File: src/rtl/defines.svh
// Shared bus widths and chip-enable encodings for the instruction ROM interface.
`ifndef DEFINES_SVH
`define DEFINES_SVH

`define InstAddrBus 31:0
`define InstBus     31:0
`define ChipEnable  1'b1
`define ChipDisable 1'b0

`endif

File: src/rtl/fetch_pkg.sv
// Types and constants shared by the instruction fetch front end.
package fetch_pkg;

  typedef struct packed {
    logic [31:0] pc;
    logic [31:0] inst;
  } fetch_entry_t;

  typedef enum logic {
    S_RESET = 1'b0,
    S_RUN   = 1'b1
  } fetch_state_e;

  localparam logic [31:0] PC_STEP = 32'd4;

endpackage

File: src/rtl/fetch_queue.sv
// In-order fetch queue: small register-based FIFO with flush and push-while-full-and-popping.
module fetch_queue
  import fetch_pkg::*;
#(
  parameter int QDEPTH = 2
) (
  input  logic         clk,
  input  logic         rst_n,
  input  logic         flush,
  input  logic         push,
  input  fetch_entry_t push_data,
  input  logic         pop,
  output fetch_entry_t head,
  output logic         empty,
  output logic         full
);

  localparam int AW = $clog2(QDEPTH);
  localparam int PW = AW + 1;

  logic [PW-1:0] wr_ptr_reg, wr_ptr_next;
  logic [PW-1:0] rd_ptr_reg, rd_ptr_next;
  logic          push_ok, pop_ok;
  fetch_entry_t  mem_reg [QDEPTH];

  // Extra pointer bit separates full from empty when the index bits match.
  assign empty   = (wr_ptr_reg == rd_ptr_reg);
  assign full    = (wr_ptr_reg[AW-1:0] == rd_ptr_reg[AW-1:0]) &&
                   (wr_ptr_reg[AW] != rd_ptr_reg[AW]);
  assign pop_ok  = pop && !empty;
  assign push_ok = push && (!full || pop_ok) && !flush;
  assign head    = mem_reg[rd_ptr_reg[AW-1:0]];

  always_comb begin
    wr_ptr_next = wr_ptr_reg;
    rd_ptr_next = rd_ptr_reg;
    if (flush) begin
      wr_ptr_next = '0;
      rd_ptr_next = '0;
    end else begin
      if (push_ok) wr_ptr_next = wr_ptr_reg + PW'(1);
      if (pop_ok)  rd_ptr_next = rd_ptr_reg + PW'(1);
    end
  end

  always_ff @(posedge clk) begin
    if (!rst_n) begin
      wr_ptr_reg <= '0;
      rd_ptr_reg <= '0;
    end else begin
      wr_ptr_reg <= wr_ptr_next;
      rd_ptr_reg <= rd_ptr_next;
    end
  end

  genvar gi;
  generate
    for (gi = 0; gi < QDEPTH; gi++) begin : g_entry
      always_ff @(posedge clk) begin
        if (push_ok && (wr_ptr_reg[AW-1:0] == AW'(gi))) mem_reg[gi] <= push_data;
      end
    end
  endgenerate

endmodule

File: src/rtl/inst_fetch.sv
// Instruction fetch front end: owns the PC, drives the combinational ROM and feeds decode in order.
`include "defines.svh"

module inst_fetch
  import fetch_pkg::*;
#(
  parameter logic [31:0] RESET_PC = 32'h0000_0000,
  parameter int          QDEPTH   = 2
) (
  input  logic                clk,
  input  logic                rst_n,
  output logic                rom_ce,
  output logic [`InstAddrBus] rom_addr,
  input  logic [`InstBus]     rom_inst,
  input  logic                redirect_valid,
  input  logic [31:0]         redirect_pc,
  output logic                out_valid,
  input  logic                out_ready,
  output logic [31:0]         out_pc,
  output logic [31:0]         out_inst
);

  fetch_state_e state_reg, state_next;
  logic [31:0]  pc_reg, pc_next;
  logic         fetch_go;
  logic         pop;
  logic         q_empty, q_full;
  fetch_entry_t push_entry, head_entry;

  assign pop        = out_valid && out_ready;
  assign push_entry = '{pc: pc_reg, inst: rom_inst};

  always_comb begin
    state_next = state_reg;
    pc_next    = pc_reg;
    fetch_go   = 1'b0;
    case (state_reg)
      S_RESET: state_next = S_RUN;
      S_RUN: begin
        state_next = S_RUN;
        // A pop frees the slot this cycle, so fetch may continue even when full.
        fetch_go   = !redirect_valid && (!q_full || pop);
      end
      default: state_next = S_RESET;
    endcase
    if (redirect_valid) pc_next = {redirect_pc[31:2], 2'b00};
    else if (fetch_go)  pc_next = pc_reg + PC_STEP;
  end

  always_ff @(posedge clk) begin
    if (!rst_n) begin
      state_reg <= S_RESET;
      pc_reg    <= RESET_PC;
    end else begin
      state_reg <= state_next;
      pc_reg    <= pc_next;
    end
  end

  fetch_queue #(
    .QDEPTH(QDEPTH)
  ) u_queue (
    .clk      (clk),
    .rst_n    (rst_n),
    .flush    (redirect_valid),
    .push     (fetch_go),
    .push_data(push_entry),
    .pop      (pop),
    .head     (head_entry),
    .empty    (q_empty),
    .full     (q_full)
  );

  assign rom_ce    = fetch_go ? `ChipEnable : `ChipDisable;
  assign rom_addr  = pc_reg;
  assign out_valid = !q_empty;
  assign out_pc    = head_entry.pc;
  assign out_inst  = head_entry.inst;

endmodule

File: config.mk
export PLATFORM = sky130hd
export DESIGN_NAME = inst_fetch
export DESIGN_NICKNAME = d
export VERILOG_FILES = /design/src/rtl/fetch_pkg.sv /design/src/rtl/fetch_queue.sv /design/src/rtl/inst_fetch.sv
export VERILOG_INCLUDE_DIRS = /design/src /design/src/rtl
export SDC_FILE = /design/constraint.sdc
export NUM_CORES = 1
export LEC_CHECK = 0
export ABC_CLOCK_PERIOD_IN_PS = 7880
export BUFFER_PORTS_ARGS = -buffer_cell sky130_fd_sc_hd__buf_2
export CAP_MARGIN = 20
export CORE_ASPECT_RATIO = 0.8
export CORE_MARGIN = 1.5
export CORE_UTILIZATION = 40
export DETAILED_ROUTE_END_ITERATION = 12
export GPL_ROUTABILITY_DRIVEN = 0
export PLACE_DENSITY = 0.73
export SYNTH_ARGS = -nofsm -noshare
export SYNTH_HDL_FRONTEND = slang
export SYNTH_SLANG_ARGS = --single-unit
File: constraint.sdc
create_clock -name clk -period 7.88 [get_ports clk]
set_input_delay 0.788 -clock clk [delete_from_list [all_inputs] [get_ports clk]]
set_output_delay 0.788 -clock clk [all_outputs]
set_load 0.01 [all_outputs]
==> qor.yml, run 1 <==
clock_network:
  insertion_delay_ns: 0.42
  clock_sinks: 160
  cts_setup_buffers: 0
  cts_tree: "done"
  cts_made_buffers: 17
  holdBufCountCts: 0
  cts_root_buf: "clkbuf_16"
  htreeDepth: 4
  path_clk_slew_ns: 0.06
  ctsLongestPathBuffers: 2
  cts_resized: 0
critical_path:
  crit_type: "flip-flop to output pin"
  crit_required_ns: 7.09
  cp.arrival_ns: 2.25
  crit_fanout: 44
  worst_path_max_delay_cell: "dfxtp_2"
  reg2reg_depth: 5
  reg2reg_slack_ns: 5.36
  crit_chain: "buf_4 > mux2_2 > buf_2"
  endpoint_kind: "output pin"
  slowest_delay_ns: 0.66
  start_kind: "flip-flop"
timing:
  setup_tns_ns: 0
  rsz0062_at_grt: "false"
  hold_violations: 0
  fin_crit_ns: 3.04
  timing.fmax_mhz: 329
  skew_ns: 0.00838
  fin_crit_sh_pct: 38.5
  maxSlewViolCount: 0
  tightest_slew_ns: 0.980
  slew_headroom_pct: 34.5
  finalSetupViolations: 0
min_path:
  hold_path.class: "flip-flop to flip-flop"
  holdPathStages: 0
synth:
  synth-seq-area-share_pct: 69.9
  syn_inst: 429
  yosys_register_bits: 160
  synth.distinct_cells: 36
  yosys_warnings: 0
  netlist_area_sq_mm: 0.00636
  synth_fa_ha_area_share_pct: 0.197
  ys_async_sr_fraction_pct: 0
  synthSimpleGateAreaFrac_pct: 6.38
  ys.flop_type: "edfxtp_1"
  synth_xor_area_share_pct: 3.99
  synth_compound_area_share_pct: 6.10
  syn_area_per_cell_sq_um: 14.8
  synth_edf_count: 124
  synth_top_family_by_area: "multiplexers"
  synthMuxAreaShare_pct: 11.1
power_and_ir_drop:
  power_frac_comb_pct: 6.8
  leakage_nw: 2.92
  pwr-share-clk_pct: 40.7
  ir_worst_vdd_uv: 141
  p_per_area_mw_per_mm2: 232
  power_switching_mw: 0.412
  p_int_mw: 1.43
  p_sw_share_pct: 22.4
  seq_power_share_pct: 52.4
  power_mw: 1.84
job:
  drv_cap: 0
floorplan:
  top_level_ports: 166
  num_rows: 41
  core_sq_mm: 0.0156
  die_area_sq_mm: 0.0167
  die_x_microns: 144
  die_h_microns: 116
  initial_core_util_pct: 40.6
place:
  hpwl_mm: 8.85
  port_buffers: 159
status:
  outcome: "finished clean"
route:
  drc: 0
  wl_per_cell_microns: 16.7
  drt-total-wl_mm: 13.6
  vias: 4101
  first_iter_violations: 251
  ant_nets: 0
  drtPass1Iterations: 4
  via_per_inst: 5.02
grt:
  grt_start_max_net_pins: 64
  grt_pass1_vias: 4069
  grt_pass1_wl_mm: 20.4
  grt_overflow: 0
  grtUsageTotal_pct: 16.5
  antenna_found_initial: 1
layout:
  layout_commonest_cell: "buf_2"
  layout-area-overhead-vs-synth_pct: 24.8
  largest_reg_flops: 124
  fin_nets: 660
  layout-drive-gt1-share_pct: 44.4
  layout_common_cells: "buf_2, edfxtp_1, mux2_2"
  antennaDiodeCount: 0
[area by class of cell]
type | count | area, sq um
clock buffer | 18 | 429
clock inverter | 12 | 110
fill | 1363 | 7710
inverter | 7 | 26.3
multi-input combinational | 240 | 1810
sequential | 160 | 4450
tap | 215 | 269
timing repair buffer | 165 | 848
[routing by layer]
metal,up-vias,track usage (%),wire length [microns]
met2,158,26.5,6380
li1,1936,-,-
met3,18,6.28,1050
met1,1987,20.6,5980
met5,-,0,13
met4,2,5.65,200
[path summary, 6_finish.rpt]
kind,start,endpoint
worst min-delay path,rom_addr[10],u_queue.mem_reg[0][42]
worst max-delay path,flip-flop,out_pc[17]
worst min register to register,rom_addr[10],u_queue.mem_reg[0][42]
worst max register to register,u_queue.wr_ptr_reg[0],rom_addr[24]
[cells by family after synthesis]
group,Yosys count
flops,160
compound gates,69
buf+inv,32
other cells,1
mux,63
fa+ha+maj,1
simple gates,74
xor+xnor,29
[critical path, delay by kind of cell (launching register included)]
| family | cells | cell delay (ns) |
|---|---|---|
| muxes | 1 | 0.41 |
| DFF | 1 | 0.66 |
| buffers and inverters | 2 | 0.73 |
[per-stage QoR]
stage	instances	hold WS, ns	instance area (sq um)	utilization [%]	setup WS [ns]
floorplan	432	0.499	6370	-	1.53
global placement	786	0.516	7380	47.2	4.88
detailed placement	786	0.527	7380	47.2	4.83
CTS	816	0.533	7920	50.6	4.71
global route	817	0.534	7940	50.7	4.66
finish	817	0.529	7940	50.7	4.84
[power by group through the flow]
stage	combinational, mW	clock, mW	sequential [mW]
final	0.126	0.751	0.967
after global routing	0.138	0.807	0.971
after CTS	0.126	0.775	0.967
after detailed placement	0.125	0	0.985
after global placement	0.122	0	0.982
after floorplan	0.0636	0	0.985
[synthesized netlist by cell type (all sizes together) (6+ instances only)]
| cell | number | area [sq um] |
|---|---|---|
| o21ai | 34 | 170 |
| mux2 | 62 | 698 |
| a31oi | 7 | 43.8 |
| clkbuf | 20 | 75.1 |
| nand2 | 14 | 52.6 |
| xnor2 | 24 | 210 |
| edfxtp | 124 | 3720 |
| inv | 7 | 26.3 |
| nor3 | 10 | 50.1 |
| a21oi | 20 | 100 |
| nor2 | 11 | 41.3 |
| dfxtp | 36 | 721 |
| nand3 | 10 | 50.1 |
| or3 | 6 | 42.5 |
Power figures use the tool's default switching activity.
==> run 2: changes to the inputs <==
--- a/config.mk
+++ b/config.mk
@@ -6,7 +6,7 @@
 export SDC_FILE = /design/constraint.sdc
 export NUM_CORES = 1
 export LEC_CHECK = 0
-export ABC_CLOCK_PERIOD_IN_PS = 7880
+export ABC_CLOCK_PERIOD_IN_PS = 3100
 export BUFFER_PORTS_ARGS = -buffer_cell sky130_fd_sc_hd__buf_2
 export CAP_MARGIN = 20
 export CORE_ASPECT_RATIO = 0.8
==> constraint.sdc (replaced) <==
create_clock -name clk -period 3.1 [get_ports clk]
set_input_delay 0.31 -clock clk [delete_from_list [all_inputs] [get_ports clk]]
set_output_delay 0.31 -clock clk [all_outputs]
set_load 0.01 [all_outputs]
==> qor.yml, run 2 (synthesis results as in run 1) <==
clock_network:
  holdBufCountCts: 0  # unchanged
  cts_made_buffers: 17  # unchanged
  path_clk_slew_ns: 0.06  # about the same
  insertion_delay_ns: 0.41  # about the same
  cts_resized: 0  # unchanged
  cts_root_buf: "clkbuf_16"
  ctsLongestPathBuffers: 2  # unchanged
  clock_sinks: 160  # unchanged
  cts_setup_buffers: 0  # unchanged
  htreeDepth: 4  # unchanged
  cts_tree: "done"
layout:
  fin_area_sq_mm: 0.00799  # +0.73%
  layout-area-overhead-vs-synth_pct: 25.7
  largest_reg_flops: 124  # unchanged
  fin_nets: 661  # +0.15%
  layout_commonest_cell: "buf_2"
  layout_common_cells: "buf_2, edfxtp_1, mux2_2"
  antennaDiodeCount: 0  # unchanged
  layout-drive-gt1-share_pct: 44.7  # +0.35 points
place:
  port_buffers: 159  # unchanged
  dpl-instance-area_sq_mm: 0.00744  # +0.75%
  hpwl_mm: 8.99  # +1.6%
route:
  drc: 0  # unchanged
  via_per_inst: 5.02  # about the same
  first_iter_violations: 206  # -18%
  drtPass1Iterations: 4  # unchanged
  drt-total-wl_mm: 13.8  # +1.4%
  wl_per_cell_microns: 16.9  # +1.1%
  vias: 4115  # +0.34%
  ant_nets: 0  # unchanged
timing:
  hold_violations: 0  # unchanged
  fin_crit_sh_pct: 80.0
  skew_ns: 0.00720  # -0.00118 ns
  fin_crit_ns: 2.48
  tightest_slew_ns: 0.889  # -0.0911 ns
  slew_headroom_pct: 40.7  # +6.2 points
  timing.fmax_mhz: 403
  maxSlewViolCount: 0  # unchanged
  finalSetupViolations: 0  # unchanged
  rsz0062_at_grt: "false"
power_and_ir_drop:
  p_per_area_mw_per_mm2: 594  # +160%
  ir_worst_vdd_uv: 477  # +240%
  leakage_nw: 2.93  # +0.46%
  power_mw: 4.75  # +160%
status:
  outcome: "finished clean"
grt:
  antenna_found_initial: 0  # -1
  grtUsageTotal_pct: 16.8  # +0.30 points
  grt_start_max_net_pins: 64  # unchanged
  grt_pass1_wl_mm: 20.6  # +1.0%
  grt_overflow: 0  # unchanged
  grt_pass1_vias: 4020  # -1.2%
floorplan:
  die_x_microns: 144  # unchanged
  num_rows: 41  # unchanged
  die_area_sq_mm: 0.0167  # unchanged
  core_sq_mm: 0.0156  # unchanged
  initial_core_util_pct: 40.6  # unchanged
  die_h_microns: 116  # unchanged
  top_level_ports: 166  # unchanged
critical_path:
  crit_fanout: 9  # -80%
  cp.arrival_ns: 2.82  # +0.57 ns
  crit_chain: "nand4_2 > or3_1 > or3_4 > or4_1 > a31oi_1"
  worst_path_max_delay_cell: "or3_1"
  crit_type: "flip-flop to flip-flop"
  start_kind: "flip-flop"
  endpoint_kind: "flip-flop"
  crit_required_ns: 3.44  # -3.65 ns
  slowest_delay_ns: 0.57  # -0.09 ns
job:
  drv_cap: 0  # unchanged
min_path:
  hold_path.class: "primary input to flip-flop"
[run 2: cell count changes in the layout (fill, tap and decap cells not counted), sizes merged]
cell	delta
buf	+1
clkinv	-4
clkinvlp	+2
inv	+3
[run 2: metrics by stage]
step | util, % | TNS, ns | hold slack (ns) | worst slack (ns) | std cells
6_report | 51.1 | 0 | 0.0804 | 0.619 | 819
5_1_grt | 51.1 | 0 | 0.0537 | 0.488 | 819
4_1_cts | 51.1 | 0 | 0.0581 | 0.607 | 819
3_5_place_dp | 47.5 | 0 | 0.501 | 0.659 | 788
3_3_place_gp | 47.5 | 0 | 0.498 | 0.735 | 788
2_1_floorplan | - | -1.87 | 0.338 | -0.0301 | 432
[run 2: layer usage]
| metal | track usage [%] | wire [microns] | vias to the layer above |
|---|---|---|---|
| met2 | 27.2 | 6510 | 148 |
| met5 | 0 | 0 | - |
| met3 | 5.87 | 1100 | 17 |
| met4 | 7.14 | 209 | 0 |
| met1 | 20.5 | 6000 | 1996 |
| li1 | - | - | 1954 |
[run 2: critical path, delay by kind of cell, from the launching register on]
family	cells	cell delay, ns
and+or+nand+nor	4	1.70
AOI/OAI and AO/OA	1	0.19
DFF	1	0.52
[run 2: area by class of cell]
class                      count  area, sq um
clock buffer                  18          429
clock inverter                13          128
fill                        1327         7650
inverter                       7         26.3
multi-input combinational    240         1820
sequential                   160         4450
tap                          215          269
timing repair buffer         166          873
[run 2: worst paths after layout]
check / slack, ns / cells after the start / to / start
min: 0.08 / 1 / u_queue.mem_reg[1][13] / rom_inst[13]
max: 0.62 / 5 / rom_addr[29] / rom_addr[5]
max reg2reg: 0.62 / 5 / rom_addr[29] / rom_addr[5]
min reg2reg: 0.54 / 0 / u_queue.mem_reg[0][50] / rom_addr[18]
[run 2: power by group]
part	internal, mW	leakage (nW)	total [mW]	switching (mW)
clock network	1.12	0.270	1.97	0.850
logic	0.148	1.21	0.322	0.174
registers	2.39	1.46	2.46	0.0656
total	3.66	2.93	4.75	1.09
